## config.mk

```make
export PLATFORM = sky130hd
export DESIGN_NAME = acq_packet_framer
export DESIGN_NICKNAME = d
export VERILOG_FILES = /design/src/rtl/acq_packet_framer_pkg.sv /design/src/rtl/acq_packet_framer_fifo.sv /design/src/rtl/acq_packet_framer.sv
export SDC_FILE = /design/constraint.sdc
export NUM_CORES = 1
export LEC_CHECK = 0
export CAP_MARGIN = 30
export CORE_AREA = 10 10 410 412
export DETAILED_ROUTE_END_ITERATION = 12
export DIE_AREA = 0 0 420 422
export DONT_BUFFER_PORTS = 1
export PLACE_DENSITY = 0.43
export SYNTH_ARGS = -nofsm -noshare
export SYNTH_HDL_FRONTEND = slang
export SYNTH_SLANG_ARGS = --single-unit
```

## constraint.sdc

```tcl
create_clock -name Clk -period 4.46 [get_ports Clk]
set_clock_uncertainty 0.15 [all_clocks]
set_input_delay 1.338 -clock Clk [delete_from_list [all_inputs] [get_ports Clk]]
set_output_delay 1.338 -clock Clk [all_outputs]
set_load 0.02 [all_outputs]
```

## src/rtl/acq_packet_framer_pkg.sv

```systemverilog
// Shared constants for the acquisition packet framer: framing words, FSM
// encoding and tag-word field layout.
package acq_packet_framer_pkg;

  localparam logic [15:0] HEADER_WORD_DEF  = 16'hA55A;
  localparam logic [15:0] TRAILER_WORD_DEF = 16'h5AA5;

  localparam logic [2:0] ST_IDLE = 3'd0;
  localparam logic [2:0] ST_HEAD = 3'd1;
  localparam logic [2:0] ST_TAG  = 3'd2;
  localparam logic [2:0] ST_PAY  = 3'd3;
  localparam logic [2:0] ST_CNT  = 3'd4;
  localparam logic [2:0] ST_TAIL = 3'd5;

  typedef enum logic [2:0] {
    IDLE = ST_IDLE,
    HEAD = ST_HEAD,
    TAG  = ST_TAG,
    PAY  = ST_PAY,
    CNT  = ST_CNT,
    TAIL = ST_TAIL
  } frm_state_e;

  localparam int TAG_MODE_LSB = 12;
  localparam int TAG_SEQ_W    = 12;

  function automatic logic [15:0] make_tag(input logic [3:0] mode,
                                           input logic [TAG_SEQ_W-1:0] seq);
    return {mode, seq};
  endfunction

endpackage

```

## src/rtl/acq_packet_framer_fifo.sv

```systemverilog
// Input buffer: synchronous FIFO with registered count. The head word is
// presented combinationally from the registered read pointer.
module packet_sync_fifo #(
  parameter int ADDR_W = 6,
  parameter int W      = 16
) (
  input  logic            clk,
  input  logic            rst_n,
  input  logic            clr_i,
  input  logic            wr_en_i,
  input  logic [W-1:0]    wr_data_i,
  input  logic            rd_en_i,
  output logic [W-1:0]    rd_data_o,
  output logic [ADDR_W:0] count_o,
  output logic            full_o,
  output logic            empty_o
);
  localparam int DEPTH = 2**ADDR_W;

  logic [W-1:0]      mem_q [DEPTH];
  logic [ADDR_W-1:0] wptr_q, rptr_q;
  logic [ADDR_W:0]   count_q;
  logic              wr, rd;

  assign full_o    = (count_q == (ADDR_W+1)'(DEPTH));
  assign empty_o   = (count_q == '0);
  assign count_o   = count_q;
  assign rd_data_o = mem_q[rptr_q];
  assign wr        = wr_en_i & ~full_o & ~clr_i;
  assign rd        = rd_en_i & ~empty_o & ~clr_i;

  always_ff @(posedge clk) begin
    if (wr) mem_q[wptr_q] <= wr_data_i;
  end

  always_ff @(posedge clk or negedge rst_n) begin
    if (!rst_n) begin
      wptr_q  <= '0;
      rptr_q  <= '0;
      count_q <= '0;
    end else if (clr_i) begin
      wptr_q  <= '0;
      rptr_q  <= '0;
      count_q <= '0;
    end else begin
      if (wr) wptr_q <= wptr_q + 1'b1;
      if (rd) rptr_q <= rptr_q + 1'b1;
      if (wr && !rd)      count_q <= count_q + 1'b1;
      else if (rd && !wr) count_q <= count_q - 1'b1;
    end
  end

endmodule

```

## src/rtl/acq_packet_framer.sv

```systemverilog
// Frames the switcher's 16-bit test data stream into header/tag/payload/
// count/trailer packets for the external USB FIFO, with backpressure.
module acq_packet_framer
  import acq_packet_framer_pkg::*;
#(
  parameter int          ADDR_W       = 6,
  parameter int          PAYLOAD_MAX  = 256,
  parameter int          AFULL_MARGIN = 4,
  parameter logic [15:0] HEADER_WORD  = HEADER_WORD_DEF,
  parameter logic [15:0] TRAILER_WORD = TRAILER_WORD_DEF
) (
  input  logic        Clk,
  input  logic        reset_n,
  input  logic [3:0]  ModeSelect,
  input  logic        StartStop,
  input  logic        Flush,
  input  logic [15:0] InData,
  input  logic        InDataEnable,
  input  logic        ExtFifoFull,
  output logic [15:0] OutData,
  output logic        OutDataEnable,
  output logic        InBufferFull,
  output logic        Overflow,
  output logic [15:0] PacketCount
);
  localparam int DEPTH = 2**ADDR_W;

  frm_state_e  state_q, state_d;
  logic        ss_q, clr_req_q, clr_req_d, fpend_q, fpend_d;
  logic        ovf_q, ovf_d, ibf_q, ibf_d, vld_q, vld_d;
  logic [3:0]  mode_q, mode_d;
  logic [11:0] seq_q, seq_d, n_q, n_d, pay_q, pay_d, n_load;
  logic [15:0] pkt_q, pkt_d, out_q, out_d;

  logic            rise, fall, idle, clr, issue, rd_en, pkt_done, trig_full;
  logic [15:0]     rd_data;
  logic [ADDR_W:0] cnt;
  logic            full, empty;

  packet_sync_fifo #(.ADDR_W(ADDR_W), .W(16)) u_fifo (
    .clk(Clk), .rst_n(reset_n), .clr_i(clr),
    .wr_en_i(InDataEnable), .wr_data_i(InData),
    .rd_en_i(rd_en), .rd_data_o(rd_data),
    .count_o(cnt), .full_o(full), .empty_o(empty)
  );

  assign rise      = StartStop & ~ss_q;
  assign fall      = ~StartStop & ss_q;
  assign idle      = (state_q == IDLE);
  // A restart request waits for IDLE so an in-flight packet is never torn.
  assign clr       = (rise | clr_req_q) & idle;
  assign issue     = ~idle & ~ExtFifoFull;
  assign trig_full = (int'(cnt) >= PAYLOAD_MAX);
  assign n_load    = trig_full ? 12'(PAYLOAD_MAX) : 12'(cnt);

  always_comb begin
    state_d  = state_q;
    n_d      = n_q;
    pay_d    = pay_q;
    seq_d    = seq_q;
    pkt_d    = pkt_q;
    out_d    = out_q;
    vld_d    = issue;
    rd_en    = 1'b0;
    pkt_done = 1'b0;
    unique case (state_q)
      IDLE: if (!clr && (trig_full || (fpend_q && !empty))) begin
        state_d = HEAD;
        n_d     = n_load;
        pay_d   = '0;
      end
      HEAD: if (issue) begin
        out_d   = HEADER_WORD;
        state_d = TAG;
      end
      TAG: if (issue) begin
        out_d   = make_tag(mode_q, seq_q);
        state_d = PAY;
      end
      PAY: if (issue) begin
        out_d = rd_data;
        rd_en = 1'b1;
        pay_d = pay_q + 12'd1;
        if (pay_q == n_q - 12'd1) state_d = CNT;
      end
      CNT: if (issue) begin
        out_d   = {4'h0, n_q};
        state_d = TAIL;
      end
      TAIL: if (issue) begin
        out_d    = TRAILER_WORD;
        seq_d    = seq_q + 12'd1;
        pkt_d    = (pkt_q == 16'hFFFF) ? pkt_q : pkt_q + 16'd1;
        pkt_done = 1'b1;
        state_d  = IDLE;
      end
      default: state_d = IDLE;
    endcase

    clr_req_d = (rise | clr_req_q) & ~idle;
    mode_d    = clr ? ModeSelect : mode_q;
    ovf_d     = ovf_q | (InDataEnable & full);
    ibf_d     = (DEPTH - int'(cnt)) <= AFULL_MARGIN;

    fpend_d = fpend_q;
    if ((pkt_done || idle) && empty) fpend_d = 1'b0;
    if (clr) begin
      seq_d   = '0;
      pkt_d   = '0;
      ovf_d   = 1'b0;
      fpend_d = 1'b0;
    end
    if (Flush || fall) fpend_d = 1'b1;
  end

  always_ff @(posedge Clk or negedge reset_n) begin
    if (!reset_n) begin
      state_q   <= IDLE;
      ss_q      <= 1'b0;
      clr_req_q <= 1'b0;
      fpend_q   <= 1'b0;
      ovf_q     <= 1'b0;
      ibf_q     <= 1'b0;
      vld_q     <= 1'b0;
      mode_q    <= '0;
      seq_q     <= '0;
      n_q       <= '0;
      pay_q     <= '0;
      pkt_q     <= '0;
      out_q     <= '0;
    end else begin
      state_q   <= state_d;
      ss_q      <= StartStop;
      clr_req_q <= clr_req_d;
      fpend_q   <= fpend_d;
      ovf_q     <= ovf_d;
      ibf_q     <= ibf_d;
      vld_q     <= vld_d;
      mode_q    <= mode_d;
      seq_q     <= seq_d;
      n_q       <= n_d;
      pay_q     <= pay_d;
      pkt_q     <= pkt_d;
      out_q     <= out_d;
    end
  end

  assign OutData       = out_q;
  assign OutDataEnable = vld_q;
  assign InBufferFull  = ibf_q;
  assign Overflow      = ovf_q;
  assign PacketCount   = pkt_q;

endmodule

```

==> Word level (Yosys, flattened, before mapping) <==
Memories as Yosys holds them, arrays and structs flattened.
Cells that the tools add are included.
{ "op_classes": {"add_sub_neg": 9, "n_lt_le_gt_ge": 1, "n_eq_ne": 16, "n_mux": 40, "bitwise_logic": 19, "reduce_logical": 27} }
{ "ops": {"columns": ["cell", "count"], "rows": [
  ["two-way mux 16 bit", 9],
  ["one-hot mux 16 bit (5 select lines)", 1],
  ["two-way mux 12 bit", 5],
  ["adder 12 x 1 -> 12 bit (second input constant)", 2],
  ["two-way mux 6 bit", 4],
  ["one-hot mux 12 bit (2 select lines)", 1],
  ["two-way mux 3 bit", 7],
  ["two-way mux 7 bit", 3],
  ["one-hot mux 3 bit (6 select lines)", 1],
  ["adder 16 x 1 -> 16 bit (second input constant)", 1],
  ["== test 16 bit (second input constant)", 1],
  ["inequality test 2 bit (second input constant)", 7],
  ["adder 6 x 1 -> 6 bit (second input constant)", 2],
  ["== test 12 bit", 1],
  ["AND 1 bit", 10],
  ["nonzero test 2 bit", 5],
  ["two-way mux 1 bit", 9],
  ["<= comparator 8 x 4 -> 1 bit (second input constant)", 1],
  ["subtractor 7 x 1 -> 8 bit (second input constant)", 1],
  ["subtractor 7 x 7 -> 8 bit (first input constant)", 1],
  ["adder 7 x 1 -> 7 bit (second input constant)", 1],
  ["== test 7 bit (second input constant)", 1],
  ["logical NOT 7 bit", 1],
  ["inverter 1 bit", 7],
  ["16 further kinds", 30]
]} }
{ "totals": {"ff_bits": 95, "mem_bits_rw": 1024, "input_bits": 26, "output_inout_bits": 35, "word_cells": 129, "mem_count": 1} }
{ "mem_list": {"columns": ["memory", "depth", "word_bits", "read_ports", "rd_clocked_by_memory_dff", "write_ports", "line_no", "text"], "rows": [
  ["u_fifo.mem_q", 64, 16, 1, 0, 1, "acq_packet_framer_fifo.sv:20", "logic [W-1:0] mem_q [DEPTH];"]
]} }

==> Logic depth before layout (Yosys ltp) <==
Gate-level depths: netlist of run 1.
{ "depth": {"depth_word": 11, "depth_mapped": 14, "ltp_nobuf": 13} }

==> Modules after synthesis <==
From an unflattened synthesis of run 1, not the netlist that was laid out.
{ "unflattened": {"cells_unflattened": 2299, "area_unflattened_um2": 44572.7} }
{ "modules_own_cells": {"columns": ["mod", "instances", "cells_per_inst", "area_each_um2", "seq_area_each_um2"], "rows": [
  ["packet_sync_fifo", 1, 1862, 40482.6, 31224.9],
  ["acq_packet_framer", 1, 437, 4090.2, 1901.8]
]} }

==> Least setup slack after synthesis of run 1 <==
No wires, ideal clock.
{ "synth_path": {"path_type": "input port to flip-flop", "startpoint": "input StartStop", "endpoint": "memory u_fifo.mem_q[48][0], enable pin", "setup_ps": 431, "arrival_ps": 3899, "required_ps": 3879, "slack_ps": -20, "path_stages": 6, "n_path_buf": 1, "cell_sequence": "nor2b_1 -> o21a_1 -> buf_2 -> nor2_1 -> nand4b_1 -> nor4_1"} }
{ "synth_between": {"elab_chain_cells": 7} }
{ "synth_lines": {"columns": ["element", "line_no", "text"], "rows": [
  ["start, declared", "acq_packet_framer.sv:15", "input logic StartStop,"],
  ["AND 1 bit", "acq_packet_framer.sv:47", "assign rise = StartStop & ~ss_q;"],
  ["bitwise OR 1 bit", "acq_packet_framer.sv:51", "assign clr = (rise | clr_req_q) & idle;"],
  ["AND 1 bit", "acq_packet_framer.sv:51", null],
  ["inverter 1 bit", "acq_packet_framer_fifo.sv:29", "assign wr = wr_en_i & ~full_o & ~clr_i;"],
  ["AND 1 bit", "acq_packet_framer_fifo.sv:29", null],
  ["two-way mux 1 bit", "acq_packet_framer_fifo.sv:33", "if (wr) mem_q[wptr_q] <= wr_data_i;"],
  ["two-way mux 1 bit (implied by the code)", "acq_packet_framer_fifo.sv:33", null],
  ["end, declared", "acq_packet_framer_fifo.sv:20", null]
]} }
Every way passes these cells.

==> Worst setup path after layout of run 1 <==
{ "layout_path": {"startpoint": "register u_fifo.count_q[3] (netlist: u_fifo.count_o[3])", "endpoint": "register u_fifo.count_q[6] (netlist: u_fifo.count_o[6])"} }
{ "layout_between": {"elab_chain_cells": 8, "word_cells_on_any_way": 18, "cone_classes": "add/sub: 2; eq/ne: 1; mux: 3; bitwise: 6; reduce/logical: 6"} }
{ "layout_lines": {"columns": ["element", "line_no", "text"], "rows": [
  ["start, declared", "acq_packet_framer_fifo.sv:22", "logic [ADDR_W:0] count_q;"],
  ["start signal, assigned", "acq_packet_framer_fifo.sv:48", "if (wr && !rd) count_q <= count_q + 1'b1;"],
  ["start signal, assigned", "acq_packet_framer_fifo.sv:49", "else if (rd && !wr) count_q <= count_q - 1'b1;"],
  ["branches (longest 8 deep; another with subtractor 7 x 1 -> 7 bit)", null, null]
]} }
Parallel ways; which one is timed is not known. The select of a mux whose other input is x is not followed.
A chain may end at the register's enable or synchronous reset.

==> flow_summary.yaml, run 1 <==
clock_network:
  cts_made_buffers: 119
  cts.sinks: 1119
  root_buffer: "clkbuf_16"
  path_clk_slew_ns: 0.06
  h-tree-depth: 3
  postCtsHoldBufs: 0
  cts_buffer_depth: 3
  clock_latency_ns: 0.75
  cts_post_setup_buffers_inserted: 0
  cts_tree: "built"
  cts_resized: 0
global_route:
  grt_pass1_wl_um: 185200
  globalRouteMet3Util_pct: 3.094
  gr-usage-met1_pct: 19.89
  use_met2_pct: 23.41
  grt.overflow.total: 0
  track_usage_pct: 14.47
  busiest_layer: "met2"
  grt_max_degree: 96
  grt_pass1_vias: 23790
  antenna_found_initial: 6
layout:
  finalNonFillerCells: 4643
  fill_cells: 15230
  nets: 2495
  drive_gt1_share_pct: 23.80
  multi_input_area_sq_mm: 0.01075
  synthToLayoutAreaGrowth_pct: 15.64
  final_util_pct: 32.20
  seq_area_sq_mm: 0.03314
setup_path:
  path_buf_inv: 2
  slowest_stage: "nor4_1"
  slowest_delay_ns: 0.57
  cp.arrival_ns: 4.35
  cp-end-kind: "register"
  crit_type: "reg -> reg"
  critical_path_required_ns: 4.98
  crit_path_max_fanout: 7
  critPathLaunchType: "register"
  path_cells: "nor4_1, nand2_1, o21ai_0, buf_4, nor2_1, nand2_1, inv_1, fa_1, nor2b_1, o21ai_0, a21o_1, a2111oi_0, a21oi_1, a31oi_1"
  critPathTopFamily: "simple AND/OR/NAND/NOR gates"
timing:
  slew_headroom_pct: 41.86
  tns_ns: 0
  setup_viol: 0
  grt_setup_unrepaired: "no"
  finalMaxSlewViolations: 0
  hold_viol_final: 0
  post-route-period-util_pct: 86.00
  worst_pin_slew_ns: 0.8720
  fmax_ghz: 0.2607
  period_needed_ns: 3.836
route:
  drc: 0
  via_per_inst: 4.954
  vias: 23000
  first_iter_violations: 2000
  antenna_left: 0
  drt_pass1_iterations: 7
  wire_per_inst_um: 27.92
  postRouteWirelength_um: 129600
logic_synthesis:
  syn-num-nets: 2359
  synth_xor_area_share_pct: 0.9250
  synth.avg_cell_area_sq_um: 19.18
  synthCells: 2320
  ys.flop_type: "edfxtp_1"
  syn_area_sq_mm: 0.04450
  synth_area_leader_cell: "edfxtp_1"
  synth_top_family_by_area: "multiplexers"
  synth_fa_ha_area_share_pct: 0.3824
  ys_warn_count: 0
  synthSimpleGateAreaFrac_pct: 4.425
  seq_area_frac_synth_pct: 74.44
  synth_edf_count: 1024
  yosys.cell_count.top_type: "edfxtp_1"
  ys_types: 69
  synth-seq-cells: 1119
  muxShareOfSynthArea_pct: 14.36
  synth_top_area_share_pct: 69.10
  async_reset_ff_share_pct: 8.490
  yosys-top-cells-area: "edfxtp_1, mux4_2, dfrtp_1"
  synth_compound_area_share_pct: 3.947
  netlist_top_cells_count: "edfxtp_1, mux4_2, nor2_1"
pwr:
  p_seq_share_pct: 41.4
  p_int_mw: 21.02
  combPwrFrac_pct: 28.4
  sw_frac_of_total_pct: 32.65
  power_density_mw_per_mm2: 606.4
  peakVddDrop_mv: 0.3343
  netSwitchingPower_mw: 10.19
  p_clk_share_pct: 30.2
  power.leakage_nw: 16.37
  power_mw: 31.21
placement:
  port_buffers: 0
  place_congestion: 0.7841
  dp_hpwl_um: 81410
  dp.cells: 4421
floorplan:
  die_w_um: 420
  initial_core_util_pct: 27.84
  die_height_um: 422
  core_area_sq_mm: 0.1598
  num_rows: 147
  die_area_sq_mm: 0.1772
  pin_count: 61
run_status:
  status: "finished, final reports clean"
min_path:
  hp-class: "in -> async"
run:
  cap_violations: 0
## area by class of cell
class                   instances  area share [%]
clock inverters                68           1.036
inverters                      18          0.1337
flip-flops and latches       1119           64.39
diodes                          2        0.009725
repair buffers                146           2.373
multi-input cells            1052           20.90
well taps                    2086           5.072
clock buffers                 152           6.088
## state kept, by name, summed over array words and instances, names as in the netlist
name            flops
u_fifo.count_o      7
seq_q              12
fpend_q             1
InBufferFull        1
OutDataEnable       1
state_q             3
OutData            16
mode_q              4
u_fifo.wptr_q       6
u_fifo.rptr_q       6
ss_q                1
n_q                 7
clr_req_q           1
u_fifo.mem_q     1024
pay_q              12
PacketCount        16
Overflow            1
## worst paths after layout
kind	depth (start not counted)	from	endpoint	slack [ns]
max in group asynchronous	0	reset_n	u_fifo.wptr_q[2]	3.80
max reg2reg	14	u_fifo.count_o[3]	u_fifo.count_o[6]	0.62
min reg2reg	2	mode_q[1]	mode_q[1]	0.34
min	0	reset_n	u_fifo.rptr_q[0]	0.14
max	14	u_fifo.count_o[3]	u_fifo.count_o[6]	0.62
min in group Clk	2	mode_q[1]	mode_q[1]	0.34
## kinds of logic after synthesis
group | Yosys count
DFF | 1119
and+or+nand+nor | 423
muxes | 312
AOI/OAI and AO/OA | 257
buffers and inverters | 149
xor gates and xnor gates | 47
adders and majority gates | 13
## power groups by stage
stage | clock [mW] | sequential (mW) | combinational [mW]
finish | 9.43 | 12.9 | 8.86
floorplan | 0 | 12.6 | 5.75
global route | 10.1 | 13.0 | 9.45
global placement | 0 | 13.1 | 8.97
CTS | 9.72 | 12.9 | 9.01
detailed placement | 0 | 13.1 | 8.98
## metal layers
layer | routed length, um | part of all wire [%] | vias to the layer above
met3 | 7715 | 6.0 | 148
met5 | 0 | 0 | -
li1 | - | - | 9761
met4 | 2504 | 1.9 | 0
met1 | 56700 | 44 | 12490
met2 | 62700 | 48 | 604
## metrics by stage
step	hold slack [ns]	worst slack [ns]	area (sq um)
2_1_floorplan	0.2960	0.05476	44510
3_3_place_gp	0.3277	0.1424	47790
3_5_place_dp	0.3266	0.3869	47790
4_1_cts	0.07178	0.6391	51460
5_1_grt	0.09019	0.1933	51460
6_report	0.1431	0.6244	51460
## cell usage in the layout, fill, tap and decap left out, types with 30 or more instances in the layout
| cell type | n |
|---|---|
| edfxtp_1 | 1024 |
| nand2_1 | 106 |
| dfrtp_1 | 90 |
| clkbuf_16 | 120 |
| o21ai_0 | 56 |
| a21oi_1 | 38 |
| mux4_2 | 260 |
| buf_4 | 136 |
| nor2_1 | 140 |
| nand3_1 | 38 |
| clkbuf_1 | 31 |
| mux2i_1 | 41 |
| a22oi_1 | 30 |
Power figures use the tool's default switching activity.
==> run 2: changes to the inputs <==
--- a/config.mk
+++ b/config.mk
@@ -6,9 +6,9 @@
 export NUM_CORES = 1
 export LEC_CHECK = 0
 export CAP_MARGIN = 30
-export CORE_AREA = 10 10 410 412
+export CORE_AREA = 2 2 402 404
 export DETAILED_ROUTE_END_ITERATION = 12
-export DIE_AREA = 0 0 420 422
+export DIE_AREA = 0 0 404 406
 export DONT_BUFFER_PORTS = 1
 export PLACE_DENSITY = 0.43
 export SYNTH_ARGS = -nofsm -noshare
==> run 2 against run 1 <==
Non-clock buffer count is 6 lower. Sequential power hardly changed. Cell count hardly changed. Routed wire length is 1.6% lower. Worst hold slack better by 0.0075 ns. Die area is 7.5% lower. Critical path depth stayed put. Global-route usage is 1.0 points higher. First-iteration DRC count is 11% higher. Clock power is 7% higher. Worst setup slack worse by 0.072 ns. Largest power group unchanged.
==> flow_summary.yaml, run 2 (same netlist as run 1, synthesis figures left out) <==
setup_path:
  slowest_delay_ns: 0.48
  path_buf_inv: 2
  critical_path_required_ns: 4.94
  critPathLaunchType: "register"
  crit_path_max_fanout: 7
  cp.arrival_ns: 4.39
  crit_type: "reg -> reg"
  cp-end-kind: "register"
  slowest_stage: "a2111oi_0"
  path_cells: "nor4_2, nand2_1, o21ai_0, buf_4, nor2_1, nand2_1, inv_1, fa_1, nor2b_1, o21ai_0, a21o_1, a2111oi_0, a21oi_1, a31oi_1"
  critPathTopFamily: "compound AO/OA/AOI/OAI gates"
pwr:
  netSwitchingPower_mw: 10.11
  p_seq_share_pct: 40.8
  power.leakage_nw: 16.50
  combPwrFrac_pct: 27.4
  p_clk_share_pct: 31.8
  sw_frac_of_total_pct: 31.88
  power_density_mw_per_mm2: 612.6
  power_mw: 31.73
  p_int_mw: 21.61
  peakVddDrop_mv: 0.4942
timing:
  grt_setup_unrepaired: "no"
  setup_viol: 0
  period_needed_ns: 3.908
  hold_viol_final: 0
  layout_setup_ws_ns: 0.5522
  finalMaxSlewViolations: 0
  fmax_ghz: 0.2559
  tns_ns: 0
  worst_pin_slew_ns: 0.8441
  slew_headroom_pct: 43.25
  post-route-period-util_pct: 87.62
layout:
  largest_register: "u_fifo.mem_q"
  drive_gt1_share_pct: 24.80
  seq_area_sq_mm: 0.03314
  fill_cells: 15200
  largest_reg_flops: 1024
  synthToLayoutAreaGrowth_pct: 16.38
  multi_input_area_sq_mm: 0.01080
  final_util_pct: 32.44
  layout_common_cells: "edfxtp_1, mux4_2, buf_4, nor2_1, clkbuf_16"
  final_common_cell: "edfxtp_1"
  nets: 2491
floorplan:
  die_w_um: 404
  die_height_um: 406
  initial_core_util_pct: 27.87
  pin_count: 61
  die_area_sq_mm: 0.1640
  num_rows: 147
  core_area_sq_mm: 0.1596
route:
  via_per_inst: 4.974
  first_iter_violations: 2217
  wire_per_inst_um: 27.46
  vias: 23100
  drt_pass1_iterations: 5
  antenna_left: 0
  postRouteWirelength_um: 127500
  drc: 0
placement:
  dp_hpwl_um: 79760
  place_congestion: 0.8214
  port_buffers: 0
  place_ws_ns: 0.2002
run_status:
  status: "finished, final reports clean"
clock_network:
  cts_tree: "built"
  path_clk_slew_ns: 0.07
  root_buffer: "clkbuf_16"
  clock_latency_ns: 0.74
  h-tree-depth: 3
  cts_made_buffers: 121
  cts.sinks: 1119
  cts_buffer_depth: 3
  postCtsHoldBufs: 0
global_route:
  grt_pass1_wl_um: 180600
  track_usage_pct: 15.50
  grt.overflow.total: 0
  grt_max_degree: 96
  antenna_found_initial: 5
  grt_pass1_vias: 23500
min_path:
  hp-class: "in -> async"
run:
  cap_violations: 0
-- run 2: cell types whose count changed in the layout (fill, tap and decap cells not counted), sizes merged --
cell | before | now
bufinv | 6 | 13
clkinv | 53 | 46
buf | 146 | 140
clkbuf | 152 | 158
diode | 2 | 6
inv | 22 | 20
clkinvlp | 5 | 4
-- run 2: path summary, 6_finish.rpt --
kind / slack [ns] / from / to / cells past startpoint
setup / recovery: 0.55 / u_fifo.count_o[5] / u_fifo.count_o[6] / 14
hold / removal: 0.15 / reset_n / PacketCount[15] / 0
setup reg to reg: 0.55 / u_fifo.count_o[5] / u_fifo.count_o[6] / 14
hold reg to reg: 0.34 / mode_q[1] / mode_q[1] / 2
max in group asynchronous: 3.81 / reset_n / u_fifo.rptr_q[1] / 0
min in group Clk: 0.34 / mode_q[1] / mode_q[1] / 2
-- run 2: layout make-up --
class / instances / share of cell area, %
clock inverter: 65 / 1.343
multi-input combinational: 1052 / 20.84
sequential: 1119 / 63.99
antenna: 6 / 0.02899
tap: 2086 / 5.040
inverter: 18 / 0.1329
timing repair buffer: 140 / 2.271
clock buffer: 158 / 6.354
-- run 2: worst reg2reg max path: cells and delay by family, from the launching register on --
family / cells / cell delay (ns)
buffers and inverters: 2 / 0.31
DFF: 1 / 0.44
and+or+nand+nor: 5 / 1.17
AOI/OAI and AO/OA: 6 / 1.36
adders and majority gates: 1 / 0.39
-- run 2: stage by stage --
stage / area (sq um) / instances / hold slack [ns]
floorplan: 44510 / 2320 / 0.2960
global placement: 47780 / 4415 / 0.3348
detailed placement: 47780 / 4415 / 0.3305
CTS: 51770 / 4638 / 0.07864
global route: 51780 / 4639 / 0.09804
finish: 51790 / 4644 / 0.1506
-- run 2: power by group through the flow --
| stage | clock network (mW) | logic (mW) | registers (mW) |
|---|---|---|---|
| final | 10.1 | 8.69 | 12.9 |
| after global placement | 0 | 8.79 | 13.1 |
| after floorplan | 0 | 5.75 | 12.6 |
| after detailed placement | 0 | 8.82 | 13.2 |
| after CTS | 10.3 | 8.85 | 12.9 |
| after global routing | 10.7 | 9.23 | 13.0 |
-- run 2: what timing repair did --
item                                    CTS  global route
endpoints found under the setup margin    0             1
endpoints found under the hold margin     0             0
gates resized for setup                   0             1
setup buffers                             0             0
-- run 2: layer usage --
layer	wire, um	part of all wire, %	GRT usage (%)
met2	60480	47	24.92
met3	8221	6.4	3.450
met1	55860	44	21.24
met4	2983	2.3	4.000
met5	0	0	0
==> run 3: changes to the inputs <==
--- a/config.mk
+++ b/config.mk
@@ -5,12 +5,13 @@
 export SDC_FILE = /design/constraint.sdc
 export NUM_CORES = 1
 export LEC_CHECK = 0
-export CAP_MARGIN = 30
+export CAP_MARGIN = 25
 export CORE_AREA = 2 2 402 404
 export DETAILED_ROUTE_END_ITERATION = 12
 export DIE_AREA = 0 0 404 406
 export DONT_BUFFER_PORTS = 1
 export PLACE_DENSITY = 0.43
+export SKIP_LAST_GASP = 1
 export SYNTH_ARGS = -nofsm -noshare
 export SYNTH_HDL_FRONTEND = slang
 export SYNTH_SLANG_ARGS = --single-unit
==> results of run 3 <==
Final layout, timing and power as in run 2 (identical DEF).
==> RTL change 1: new RTL, settings of run 3 <==
`ADDR_W` is set to 6 in 2 places; all go to 4.
--- a/src/rtl/acq_packet_framer_fifo.sv
+++ b/src/rtl/acq_packet_framer_fifo.sv
@@ -1,7 +1,7 @@
 // Input buffer: synchronous FIFO with registered count. The head word is
 // presented combinationally from the registered read pointer.
 module packet_sync_fifo #(
-  parameter int ADDR_W = 6,
+  parameter int ADDR_W = 4,
   parameter int W      = 16
 ) (
   input  logic            clk,
--- a/src/rtl/acq_packet_framer.sv
+++ b/src/rtl/acq_packet_framer.sv
@@ -3,7 +3,7 @@
 module acq_packet_framer
   import acq_packet_framer_pkg::*;
 #(
-  parameter int          ADDR_W       = 6,
+  parameter int          ADDR_W       = 4,
   parameter int          PAYLOAD_MAX  = 256,
   parameter int          AFULL_MARGIN = 4,
   parameter logic [15:0] HEADER_WORD  = HEADER_WORD_DEF,
Function: same outputs for any inputs over 4 cycles, from zero or initial values and one cycle with reset_n low; that may be too few to reach the edited logic, so the function may still have changed.
==> RTL change 1 against run 3 <==
Cell area is 63% lower. Via count is 62% lower. Critical path depth is 4 lower. Sequential cell count is 776 lower. Combinational power is 68% lower. Synthesized cell count is 56% lower. Core utilization is 21 points lower. Total power is 66% lower. Routed wire length is 65% lower. Worst setup slack better by 130 ps. Die area stayed put. Area after synthesis is 67% lower. Largest cell class unchanged.
==> RTL change 1: results (changes against run 3) <==
stage,metric,value,unit,change
grt,first-pass GRT wire length,65.5,mm,was 181 mm
yosys,Synth Area in Compound Gates,0.0713,,was 0.0395
placed_design,routability congestion estimate,0.759,,was 0.821
yosys,Synth Area in XOR/XNOR,0.0224,,was 0.00925
pwr,worst vdd ir,284,uV,was 494 uV
placed_design,Inst Count DP,3086,,was 4415
grt,number of global-route vias before repair,8971,,was 23.5k
grt,met3 Resource Use GR,0.0169,,was 0.0345
drt,via count,8697,,was 23.1k
yosys,post-synthesis instance total,1020,,was 2320
worst_setup_path,worst r2r dst,u_fifo.count_o[4]$_DFFE_PN0P_,,was u_fifo.count_o[6]$_DFFE_PN0P_
drt,DRT Wirelength,45.1,mm,was 128 mm
worst_setup_path,reg2reg setup slack,680,ps,was 550 ps
clock_network,"Clk Latency, worst-skew pair",570,ps,was 740 ps
yosys,ys async rst share,0.254,,was 0.0849
timing,headroom to the max-slew limit,0.375,,was 0.432
layout,fraction of layout cells with a size suffix above 1,0.176,,was 0.248
drt,via/cell ratio,2.75,,was 4.97
worst_setup_path,Worst path slowest cell,nor4_1,,was a2111oi_0
yosys,post-synthesis mux area share,0.119,,was 0.144
worst_setup_path,crit path launch,u_fifo.count_o[2]$_DFFE_PN0P_,,was u_fifo.count_o[5]$_DFFE_PN0P_
drt,Initial DRC Count,606,,was 2217
layout,filler instances,18000,,was 15.2k
timing,Min Hold Slack,321,ps,was 151 ps
run_status,outcome,"finished, final reports clean",,unchanged
placed_design,Post-DP HPWL,30.4,mm,was 79.8 mm
grt,met2 Usage GRT,0.0844,,was 0.249
layout,Largest register FFs,256,,was 1024
grt,GRT Total Usage,0.0545,,was 0.155
worst_setup_path,crit path DAT,4040,ps,was 4390 ps
grt,largest net degree at the start of global routing,88,,was 96
yosys,Post-Syn Nets,1062,,was 2359
yosys,number of enable flip-flop cells after synthesis,256,,was 1024
clock_network,cts bufs inserted,40,,was 121
yosys,largest cells by area after synthesis,"edfxtp_1 (52%), dfrtp_1 (15%), mux4_2 (8.5%)",,"was edfxtp_1 (69%), mux4_2 (13%), dfrtp_1 (5.3%)"
==> RTL change 1: changes by cell type in the layout (fill, tap and decap cells not counted), moves of 33 or more <==
cell / change
edfxtp_1: -768
mux4_2: -204
buf_4: -98
clkbuf_16: -83
nor2_1: -69
nand2_1: -33
==> RTL change 1: power breakdown <==
part           leakage, nW  internal (mW)  total (mW)  switching [mW]
Combinational         1.92           1.29        2.77            1.48
Clock                0.633           1.92        3.28            1.35
Sequential            3.40           3.91        4.73           0.817
==> RTL change 1: cell type report <==
| class | instances | area (sq um) | area share |
|---|---|---|---|
| inverters | 37 | 139 | 0.00734 |
| diodes | 1 | 2.50 | 0.000132 |
| clock buffers | 53 | 1100 | 0.0582 |
| clock inverters | 20 | 200 | 0.0106 |
| flip-flops and latches | 343 | 9870 | 0.522 |
| multi-input cells | 585 | 4690 | 0.248 |
| repair buffers | 35 | 300 | 0.0159 |
| well taps | 2086 | 2610 | 0.138 |
==> RTL change 1: critical path, delay by kind of cell (launching register included) <==
family / cells / cell delay [ps]
compound gates: 2 / 380
xor+xnor: 1 / 130
fa+ha+maj: 2 / 900
flops: 1 / 450
mux: 1 / 240
simple gates: 4 / 1370
==> RTL change 1: metrics by stage <==
stage,setup slack [ps],power (mW),cell area [sq um]
4_1_cts,702,11.0,18900
5_1_grt,430,11.4,18900
2_1_floorplan,451,6.49,14900
6_report,681,10.8,18900
3_3_place_gp,691,7.62,17600
3_5_place_dp,731,7.63,17600
==> RTL change 1: metal layers <==
metal | vias up | wire (um)
met5 | - | 0
met2 | 158 | 20400
met3 | 51 | 2600
li1 | 3963 | -
met4 | 0 | 767
met1 | 4525 | 21300
==> RTL change 2: new RTL, settings of run 3 <==
Without the edit above. Put one more register stage on the output `PacketCount`, with the module's reset. The value now appears one clock later. The other outputs are not delayed to match.
--- a/src/rtl/acq_packet_framer.sv
+++ b/src/rtl/acq_packet_framer.sv
@@ -149,7 +149,13 @@
   assign OutDataEnable = vld_q;
   assign InBufferFull  = ibf_q;
   assign Overflow      = ovf_q;
-  assign PacketCount   = pkt_q;
+  always_ff @(posedge Clk or negedge reset_n) begin
+    if (!reset_n) begin
+      PacketCount <= '0;
+    end else begin
+      PacketCount <= pkt_q;
+    end
+  end
 
 endmodule
 
Check against the original RTL: not settled (the Yosys comparison gave no result); the edit may change what the design does.
==> RTL change 2 against run 3 <==
Critical path depth is 3 lower. Routed wire length is 0.98% lower. Worst setup slack gained 34 ps. Total power increased by 0.14%. Sequential cell count is 16 higher. Via count is 0.26% higher. First-iteration DRC count increased by 10%. Die area did not move. Area after synthesis increased by 0.73%. Core utilization rose by 0.054 points. Cell area increased by 0.17%. Critical path type unchanged.
==> RTL change 2: results (changes against run 3) <==
stage,metric,value,unit,change
run_status,outcome,"finished, final reports clean",,unchanged
layout,Signal buffers,144,,was 140
grt,GRT Total Usage,0.154,,was 0.155
worst_setup_path,worst stage delay on the critical path,500,ps,was 480 ps
clock_network,root buf cell,clkbuf_16,,unchanged
yosys,"Seq/Total Area, Yosys",0.748,,was 0.744
worst_setup_path,RR Startpoint,u_fifo.count_o[5]$_DFFE_PN0P_,,unchanged
layout,multi-input combinational area share,0.204,,was 0.208
placed_design,Post-DP HPWL,79.0,mm,was 79.8 mm
pwr,Pwr per Cell Area,612,nW/um^2,was 613 nW/um^2
floorplanning,n_taps,2086,,unchanged
layout,Seq/total area,0.646,,was 0.640
pwr,Leak Pwr,16.7,nW,was 16.5 nW
grt,antenna violations before repair,3,,was 5
worst_setup_path,Worst path slowest cell,nor4_2,,was a2111oi_0
layout,clkbuf count,163,,was 158
layout,FF+latch count,1135,,was 1119
placed_design,Inst Count DP,4438,,was 4415
drt,DRT Pass-1 Iters,7,,was 5
layout,"Net count, final",2512,,was 2491
worst_setup_path,"Max FO, Critical Path",7,,unchanged
layout,multi-input logic cell count,1043,,was 1052
worst_setup_path,reg2reg setup slack,590,ps,was 550 ps
layout,filler instances,15200,,about the same
timing,Min Hold Slack,153,ps,was 151 ps
worst_setup_path,crit path DAT,4360,ps,was 4390 ps
yosys,ys async rst share,0.0978,,was 0.0849
placed_design,"worst slack, placed",99.6,ps,was 200 ps
pwr,worst vdd ir,368,uV,was 494 uV
placed_design,DP Area,48100,sq um,was 47800 sq um
yosys,Post-Syn Nets,2371,,was 2359
yosys,largest cells by area after synthesis,"edfxtp_1 (69%), mux4_2 (12%), dfrtp_1 (6.2%)",,"was edfxtp_1 (69%), mux4_2 (13%), dfrtp_1 (5.3%)"
clock_network,cts bufs inserted,119,,was 121
yosys,top post-synthesis cells by count,"edfxtp_1 (1024), mux4_2 (248), nor2_1 (148)",,"was edfxtp_1 (1024), mux4_2 (260), nor2_1 (149)"
grt,largest net degree at the start of global routing,112,,was 96
yosys,Synth Area per Inst,19.2,sq um,about the same
layout,Data buffer area share,0.0237,,was 0.0227
layout,ClkCell Share,0.0732,,was 0.0770
drt,Initial DRC Count,2446,,was 2217
drt,DRT Wirelength,126,mm,was 128 mm
timing,worst slew pin tran,1040,ps,was 844 ps
clock_network,Longest Clk Path Bufs,3,,unchanged
layout,fraction of layout cells with a size suffix above 1,0.227,,was 0.248
placed_design,routability congestion estimate,0.862,,was 0.821
timing,fin worst setup slack,586,ps,was 552 ps
drt,via/cell ratio,4.96,,was 4.97
worst_setup_path,depth of the most critical reg-to-reg path,11,,was 14
yosys,Synth cell types,70,,was 69
grt,first-pass GRT wire length,180,mm,was 181 mm
grt,number of global-route vias before repair,23500,,about the same
layout,Ant. Diodes,4,,was 6
drt,DR WL/cell,27.1,um,was 27.5 um
RTL change 2: cell types whose count changed after synthesis, sizes merged, moves of 12 or more:
cell	delta
mux4	-12
a22oi	+35
clkbuf	-18
inv	+13
dfrtp	+16
or3	-12
RTL change 2: logic make-up (layout without fill, tap and decap cells):
logic type / Yosys count / in the layout / share of synthesized area
XOR/XNOR: 50 / 50 / 0.00977
multiplexers: 294 / 294 / 0.135
buffers and inverters: 154 / 398 / 0.0169
AO/OA/AOI/OAI: 274 / 274 / 0.0434
flip-flops: 1135 / 1135 / 0.748
adder cells (fa/ha/maj): 13 / 13 / 0.00380
other: 0 / 4 / 0
AND/OR/NAND/NOR: 412 / 412 / 0.0431
RTL change 2: how the worst max path moves through the flow:
stage	slack, ps	cells past startpoint	end	from
floorplan	140	12	u_fifo.count_o[6]$_DFFE_PN0P_	ExtFifoFull
global placement	150	11	u_fifo.count_o[6]$_DFFE_PN0P_	StartStop
detailed placement	100	11	u_fifo.count_o[6]$_DFFE_PN0P_	StartStop
CTS	600	11	u_fifo.count_o[6]$_DFFE_PN0P_	u_fifo.count_o[5]$_DFFE_PN0P_
global route	280	11	u_fifo.count_o[6]$_DFFE_PN0P_	u_fifo.count_o[5]$_DFFE_PN0P_
finish	590	11	u_fifo.count_o[6]$_DFFE_PN0P_	u_fifo.count_o[5]$_DFFE_PN0P_
RTL change 2: layer usage:
metal,up-vias,track usage,share of wire
met2,664,0.247,0.47
met4,0,0.0329,0.020
met1,12500,0.218,0.45
met3,174,0.0278,0.055
met5,-,0,0
li1,9807,-,-
RTL change 2: report_power, final:
group	switching, mW	internal (mW)
combinational	5.19	3.71
sequential	0.939	12.2
clock	4.16	5.58
total	10.3	21.5
